File: src/rtl/safety_pkg.sv
// Shared definitions for the safety interlock: FSM state encoding and the
// bit positions of the four checker fail flags inside the fault vectors.
package safety_pkg;

  typedef enum logic [2:0] {
    ST_SAFE     = 3'd0,
    ST_ARMING   = 3'd1,
    ST_ARMED    = 3'd2,
    ST_TRIPPED  = 3'd3,
    ST_CLEARING = 3'd4
  } state_e;

  localparam int FLT_LOWER   = 0;
  localparam int FLT_UPPER   = 1;
  localparam int FLT_RATE    = 2;
  localparam int FLT_CURRENT = 3;

  localparam int FLT_W = 4;

endpackage

File: src/rtl/fault_recorder.sv
// Host-visible fault bookkeeping: sticky OR of raw fails, first-fault
// snapshot taken on a trip, and a saturating trip counter.
module fault_recorder
  import safety_pkg::*;
#(
  parameter int CNT_W = 16
) (
  input  logic             clk,
  input  logic             rstn,
  input  logic             trip_event,
  input  logic             clear_event,
  input  logic [FLT_W-1:0] fail_raw,
  input  logic [FLT_W-1:0] fail_trip,
  output logic [FLT_W-1:0] fault_sticky,
  output logic [FLT_W-1:0] first_fault,
  output logic [CNT_W-1:0] trip_count
);

  logic [FLT_W-1:0] sticky_q, sticky_d;
  logic [FLT_W-1:0] first_q, first_d;
  logic [CNT_W-1:0] count_q, count_d;

  // Next-state for the three records; a clear wins over accumulation.
  always_comb begin
    sticky_d = sticky_q | fail_raw;
    first_d  = first_q;
    count_d  = count_q;
    if (clear_event) begin
      sticky_d = '0;
      first_d  = '0;
    end else if (trip_event && (first_q == '0)) begin
      // Only the earliest trip since the last clear is kept.
      first_d = fail_trip;
    end
    if (trip_event && (count_q != {CNT_W{1'b1}})) begin
      count_d = count_q + CNT_W'(1);
    end
  end

  // Record registers.
  always_ff @(posedge clk or negedge rstn) begin
    if (!rstn) begin
      sticky_q <= '0;
      first_q  <= '0;
      count_q  <= '0;
    end else begin
      sticky_q <= sticky_d;
      first_q  <= first_d;
      count_q  <= count_d;
    end
  end

  assign fault_sticky = sticky_q;
  assign first_fault  = first_q;
  assign trip_count   = count_q;

endmodule

File: src/rtl/safety_interlock.sv
// Laser-permit interlock: arm / trip / clear sequencing downstream of the
// pulse/current limit checker. safety_ok is high only in ARMED.
// Optional build macro SAFETY_FAULT_MASK_EN adds a fault_mask input that
// hides selected fail bits from the trip decision (sticky still sees them).
module safety_interlock
  import safety_pkg::*;
#(
  parameter int ARM_DELAY  = 1000,
  parameter int CLEAR_HOLD = 16,
  parameter int CNT_W      = 16
) (
  input  logic             clk,
  input  logic             rstn,
  input  logic             arm_req,
  input  logic             clear_req,
  input  logic             pulse_lower_limit_fail,
  input  logic             pulse_upper_limit_fail,
  input  logic             rate_lower_limit_fail,
  input  logic             current_limit_fail,
`ifdef SAFETY_FAULT_MASK_EN
  input  logic [3:0]       fault_mask,
`endif
  output logic             clear_fail,
  output logic             safety_ok,
  output logic [2:0]       state,
  output logic [3:0]       fault_sticky,
  output logic [3:0]       first_fault,
  output logic [CNT_W-1:0] trip_count
);

  localparam int TMR_MAX = (ARM_DELAY > CLEAR_HOLD) ? ARM_DELAY : CLEAR_HOLD;
  localparam int TMR_W   = $clog2(TMR_MAX) + 1;
  localparam logic [TMR_W-1:0] ARM_LAST   = TMR_W'(ARM_DELAY - 1);
  localparam logic [TMR_W-1:0] CLEAR_LAST = TMR_W'(CLEAR_HOLD - 1);

  state_e           state_q;
  logic [TMR_W-1:0] tmr_q;
  logic             safety_ok_q;
  logic             clear_fail_q;

  logic [FLT_W-1:0] fail_raw;
  logic [FLT_W-1:0] fail_eff;
  logic             fail_any;
  logic             trip_event;
  logic             clear_event;

  // Gather the checker flags into the shared fault-vector layout.
  always_comb begin
    fail_raw              = '0;
    fail_raw[FLT_LOWER]   = pulse_lower_limit_fail;
    fail_raw[FLT_UPPER]   = pulse_upper_limit_fail;
    fail_raw[FLT_RATE]    = rate_lower_limit_fail;
    fail_raw[FLT_CURRENT] = current_limit_fail;
  end

`ifdef SAFETY_FAULT_MASK_EN
  assign fail_eff = fail_raw & ~fault_mask;
`else
  assign fail_eff = fail_raw;
`endif

  // The OR feeds the state register directly so a fail costs one clock.
  assign fail_any = |fail_eff;

  // Recorder strobes, derived from the current state and inputs.
  always_comb begin
    trip_event  = 1'b0;
    clear_event = 1'b0;
    case (state_q)
      ST_SAFE, ST_ARMING, ST_ARMED: trip_event  = fail_any;
      ST_CLEARING:                  clear_event = (tmr_q == CLEAR_LAST) && !fail_any;
      default: ;
    endcase
  end

  // Interlock FSM with shared timer and registered permit / clear strobe.
  always_ff @(posedge clk or negedge rstn) begin
    if (!rstn) begin
      state_q      <= ST_SAFE;
      tmr_q        <= '0;
      safety_ok_q  <= 1'b0;
      clear_fail_q <= 1'b0;
    end else begin
      safety_ok_q  <= 1'b0;
      clear_fail_q <= 1'b0;
      case (state_q)
        ST_SAFE: begin
          // A fail beats a simultaneous arm request; clear_req is a no-op here.
          if (fail_any) begin
            state_q <= ST_TRIPPED;
          end else if (arm_req) begin
            state_q <= ST_ARMING;
            tmr_q   <= '0;
          end
        end
        ST_ARMING: begin
          if (fail_any) begin
            state_q <= ST_TRIPPED;
          end else if (tmr_q == ARM_LAST) begin
            state_q     <= ST_ARMED;
            safety_ok_q <= 1'b1;
          end else begin
            tmr_q <= tmr_q + TMR_W'(1);
          end
        end
        ST_ARMED: begin
          if (fail_any) begin
            state_q <= ST_TRIPPED;
          end else begin
            safety_ok_q <= 1'b1;
          end
        end
        ST_TRIPPED: begin
          if (clear_req) begin
            state_q      <= ST_CLEARING;
            tmr_q        <= '0;
            clear_fail_q <= 1'b1;
          end
        end
        ST_CLEARING: begin
          // Fails are only judged on the last cycle of the clear strobe.
          if (tmr_q == CLEAR_LAST) begin
            state_q <= fail_any ? ST_TRIPPED : ST_SAFE;
          end else begin
            tmr_q        <= tmr_q + TMR_W'(1);
            clear_fail_q <= 1'b1;
          end
        end
        default: begin
          state_q <= ST_TRIPPED;
        end
      endcase
    end
  end

  assign safety_ok  = safety_ok_q;
  assign clear_fail = clear_fail_q;
  assign state      = state_q;

  fault_recorder #(
    .CNT_W(CNT_W)
  ) u_recorder (
    .clk          (clk),
    .rstn         (rstn),
    .trip_event   (trip_event),
    .clear_event  (clear_event),
    .fail_raw     (fail_raw),
    .fail_trip    (fail_eff),
    .fault_sticky (fault_sticky),
    .first_fault  (first_fault),
    .trip_count   (trip_count)
  );

endmodule

File: config.mk
export PLATFORM = sky130hd
export DESIGN_NAME = safety_interlock
export DESIGN_NICKNAME = d
export VERILOG_FILES = /design/src/rtl/safety_pkg.sv /design/src/rtl/fault_recorder.sv /design/src/rtl/safety_interlock.sv
export SDC_FILE = /design/constraint.sdc
export NUM_CORES = 1
export LEC_CHECK = 0
export BUFFER_PORTS_ARGS = -buffer_cell sky130_fd_sc_hd__clkbuf_2
export CORE_MARGIN = 1
export CORE_UTILIZATION = 45
export CTS_CLUSTER_SIZE = 30
export DETAILED_ROUTE_END_ITERATION = 8
export PLACE_DENSITY = 0.67
export SLEW_MARGIN = 10
export SYNTH_ARGS = -nofsm -noshare
export SYNTH_HDL_FRONTEND = slang
export SYNTH_SLANG_ARGS = --single-unit
File: constraint.sdc
create_clock -name clk -period 5.1 [get_ports clk]
set_clock_uncertainty 0.05 [all_clocks]
set_input_delay 0.255 -clock clk [delete_from_list [all_inputs] [get_ports clk]]
set_output_delay 0.255 -clock clk [all_outputs]
set_load 0.01 [all_outputs]
==> metrics.csv <==
stage;metric;value;unit
setup_path;Cell Chain, Critical Path;or3b_2 > nor4_2 > nand2_1 > o21ai_1 > mux2_2;
place;number of buffer cells added on primary ports;36;
drt;Routed wire per std cell;14.0;um
clocking;count of instances resized after the clock tree is built;0;
cells_and_area;cell area after layout;2310;sq um
cells_and_area;number of fill cells in the layout;377;
clocking;hold buffer count at CTS;0;
sta;clock period minus worst slack;2.63;ns
clocking;number of H-tree branching levels;2;
setup_path;slowest stage delay, CP;0.55;ns
cells_and_area;net count reported at finish;240;
worst_hold_path;hold crit path type;input pin to async pin;
global_route;total global routing overflow;0;
clocking;clock buffer count from CTS;5;
cells_and_area;layout overhead on the synthesized area;17.1;%
global_route;maximum number of pins on one net before global-route repair;41;
global_route;wire length of the first global-routing pass;6560;um
logic_synthesis;Yosys Warn Count;0;
setup_path;launching element type of the critical path;flop;
global_route;Tot GR Track Use;0.191;
logic_synthesis;share of the synthesized area in the top cell type;0.506;
drt;count of vias placed by the detailed router;1578;
logic_synthesis;number of instances in the synthesized netlist;192;
logic_synthesis;Synth async-reset ratio;1.00;
setup_path;standard cell with the maximum stage delay on the critical path;sky130_fd_sc_hd__or3b_2;
logic_synthesis;main area contributors after synthesis;sky130_fd_sc_hd__dfrtp_1 (51%), sky130_fd_sc_hd__xnor2_1 (5.8%), sky130_fd_sc_hd__nand3_1 (3.5%);
logic_synthesis;top flip-flop cell by instance count after synthesis;sky130_fd_sc_hd__dfrtp_1;
drt;number of nets with antenna violations after detailed routing;0;
logic_synthesis;mapped cell area;1980;sq um
setup_path;maximum net fanout on the critical path;17;
clocking;clock latency of the later-clocked register in the worst-skew pair;0.29;ns
drt;DRT iter0 DRCs;125;
sta;Total Negative Setup Slacks;0;ns
setup_path;cell family with most CP delay;simple AND/OR/NAND/NOR gates;
flow_run;max capacitance violation total;0;
drt;ratio of routed vias to standard cells;5.62;
sta;worst hold slack after final layout;0.0545;ns
sta;number of setup violations in the final report;0;
setup_path;worst endpoint required time;5.24;ns
sta;RSZ-0062 raised after global routing;false;
logic_synthesis;distinct cell type count after synthesis;44;
logic_synthesis;flip-flop and latch count after synthesis;40;
cells_and_area;antenna diode count;0;
clocking;maximum buffer depth of the clock tree;2;
logic_synthesis;portion of the post-synthesis area used by sequential elements;0.506;
setup_path;Worst Path Class, Setup;flop to flop;
clocking;clk slew on worst S/H paths;0.08;ns
floorplan;number of placed I/O pins;37;
pwr;post-layout total power;1.08;mW
pwr;total leakage power;1.02;nW
clocking;Root Buffer Master;sky130_fd_sc_hd__clkbuf_8;
logic_synthesis;EDFF count, synth;0;
sta;maximum clock frequency;0.380;GHz
clocking;clock sinks;40;
place;instance area at placement;2200;sq um
logic_synthesis;Synth Area per Inst;10.3;sq um
place;Routability Congestion;0.813;
outcome;outcome;finished clean;
floorplan;die height;68.3;um
floorplan;placeable core area;4120;sq um
setup_path;Crit path arrival time;2.77;ns
sta;Tcrit/Tclk final;0.516;
clocking;TritonCTS clock tree;built;
sta;Max Slew Vio Count;0;
sta;Fin. Hold Viols;0;
setup_path;CP Buf/Inv Count;0;
floorplan;initial core utilization;0.480;
place;HPWL after DPL;2770;um
drt;DRC;0;
drt;Final Routed Wirelength;3940;um
global_route;antenna violations before repair;0;
global_route;number of global-route vias before repair;1439;
logic_synthesis;largest area contributor in the synthesized netlist;sky130_fd_sc_hd__dfrtp_1;
setup_path;kind of end point of the critical path;flop;
drt;number of detailed-route iterations in the first pass;4;
pwr;power per cell area;465;nW/um^2
pwr;VDD IR-drop max;0.183;mV
cells_and_area;share of cells above drive strength 1;0.229;
sta;relative slew slack;0.348;
sta;transition time at the pin with the least slew margin;0.978;ns
floorplan;Die X;68.3;um
clocking;post-CTS setup buffers;0;
logic_synthesis;Net Count, Synth;202;
floorplan;standard-cell row count;23;
floorplan;die area;4660;sq um
[per-stage QoR]
stage | std cells | setup slack [ns] | util
2_1_floorplan | 192 | 2.81 | -
3_3_place_gp | 273 | 2.54 | 0.535
3_5_place_dp | 273 | 2.49 | 0.535
4_1_cts | 281 | 2.48 | 0.562
5_1_grt | 281 | 2.29 | 0.562
6_report | 281 | 2.47 | 0.562
[final timing paths]
| kind | slack, ns | start | endpoint | cells past startpoint |
|---|---|---|---|---|
| worst max register to register | 2.47 | state[1] | u_recorder.first_fault[0] | 5 |
| worst min register to register | 0.44 | u_recorder.fault_sticky[2] | u_recorder.fault_sticky[2] | 1 |
| worst min-delay path | 0.05 | rstn | u_recorder.trip_count[15] | 1 |
| worst max-delay path | 2.47 | state[1] | u_recorder.first_fault[0] | 5 |
| min in group clk | 0.15 | pulse_lower_limit_fail | u_recorder.fault_sticky[0] | 2 |
| max in group asynchronous | 4.34 | rstn | tmr_q[6] | 1 |
[state kept, by name, summed over array words and instances (netlist names)]
name and flops:
clear_fail 1, safety_ok 1, state 3, tmr_q 11
u_recorder.fault_sticky 4, u_recorder.first_fault 4, u_recorder.trip_count 16
[layer usage]
layer | wire length, um | global-route usage
met1 | 2060 | 0.260
met2 | 1670 | 0.290
met3 | 140 | 0.0350
met4 | 70 | 0.0938
met5 | 0 | 0
[cells in the final DEF (no fill, tap or decap), drive strengths merged, types with 3 or more instances in the layout]
cell type,count
a21o,4
a21oi,5
a31oi,3
and3,5
clkbuf,41
dfrtp,40
inv,4
mux2,4
nand2,16
nand2b,5
nand3,14
nand4,5
nor2,10
nor3,3
nor4,3
o21ai,9
o31ai,9
or3,3
or4,4
xnor2,13
[Yosys cell counts, types with 2 or more instances]
cell	instances
sky130_fd_sc_hd__o21a_1	2
sky130_fd_sc_hd__nor3_1	3
sky130_fd_sc_hd__mux2i_1	2
sky130_fd_sc_hd__and4_1	2
sky130_fd_sc_hd__xnor2_1	13
sky130_fd_sc_hd__xor2_1	2
sky130_fd_sc_hd__and2_1	2
sky130_fd_sc_hd__inv_1	3
sky130_fd_sc_hd__mux2_2	4
sky130_fd_sc_hd__ha_1	2
sky130_fd_sc_hd__or4_1	4
sky130_fd_sc_hd__dfrtp_1	40
sky130_fd_sc_hd__o31ai_1	9
sky130_fd_sc_hd__or3_1	2
sky130_fd_sc_hd__nand3_1	14
sky130_fd_sc_hd__clkbuf_1	4
sky130_fd_sc_hd__nand2b_1	5
sky130_fd_sc_hd__o41ai_1	2
sky130_fd_sc_hd__a21oi_1	5
sky130_fd_sc_hd__o21ai_0	2
sky130_fd_sc_hd__nand2_1	16
sky130_fd_sc_hd__a21o_1	4
sky130_fd_sc_hd__o21ai_1	7
sky130_fd_sc_hd__and3_1	5
sky130_fd_sc_hd__a22o_1	2
sky130_fd_sc_hd__nor2_1	10
sky130_fd_sc_hd__a31oi_1	3
sky130_fd_sc_hd__nand4_1	5
sky130_fd_sc_hd__or2_2	2
sky130_fd_sc_hd__nor4_1	2
[kinds of logic after synthesis]
logic type	share of synthesized area
AND/OR/NAND/NOR	0.222
XOR/XNOR	0.0665
AO/OA/AOI/OAI	0.144
adder cells (fa/ha/maj)	0.0127
flip-flops	0.506
buffers and inverters	0.0158
multiplexers	0.0329
[power by group]
part	total [mW]	internal, mW	leakage [nW]	switching [mW]
Combinational	0.340	0.150	0.459	0.190
Clock	0.264	0.147	0.0548	0.116
Sequential	0.473	0.381	0.509	0.0927
[worst register-to-register path, delay by kind of cell, from the launching register on]
kind,cells,cell delay [ns]
multiplexers,1,0.37
flip-flops,1,0.54
AND/OR/NAND/NOR,3,1.29
AO/OA/AOI/OAI,1,0.27
[area by class of cell]
| type | count | area (sq um) | share of cell area |
|---|---|---|---|
| multi-input cells | 144 | 945 | 0.408 |
| flip-flops and latches | 40 | 1000 | 0.432 |
| clock inverters | 3 | 46.3 | 0.0200 |
| clock buffers | 5 | 68.8 | 0.0297 |
| well taps | 50 | 62.6 | 0.0270 |
| repair buffers | 36 | 180 | 0.0778 |
| inverters | 3 | 11.3 | 0.00486 |
Note: power is estimated with default switching activity, not from simulation.
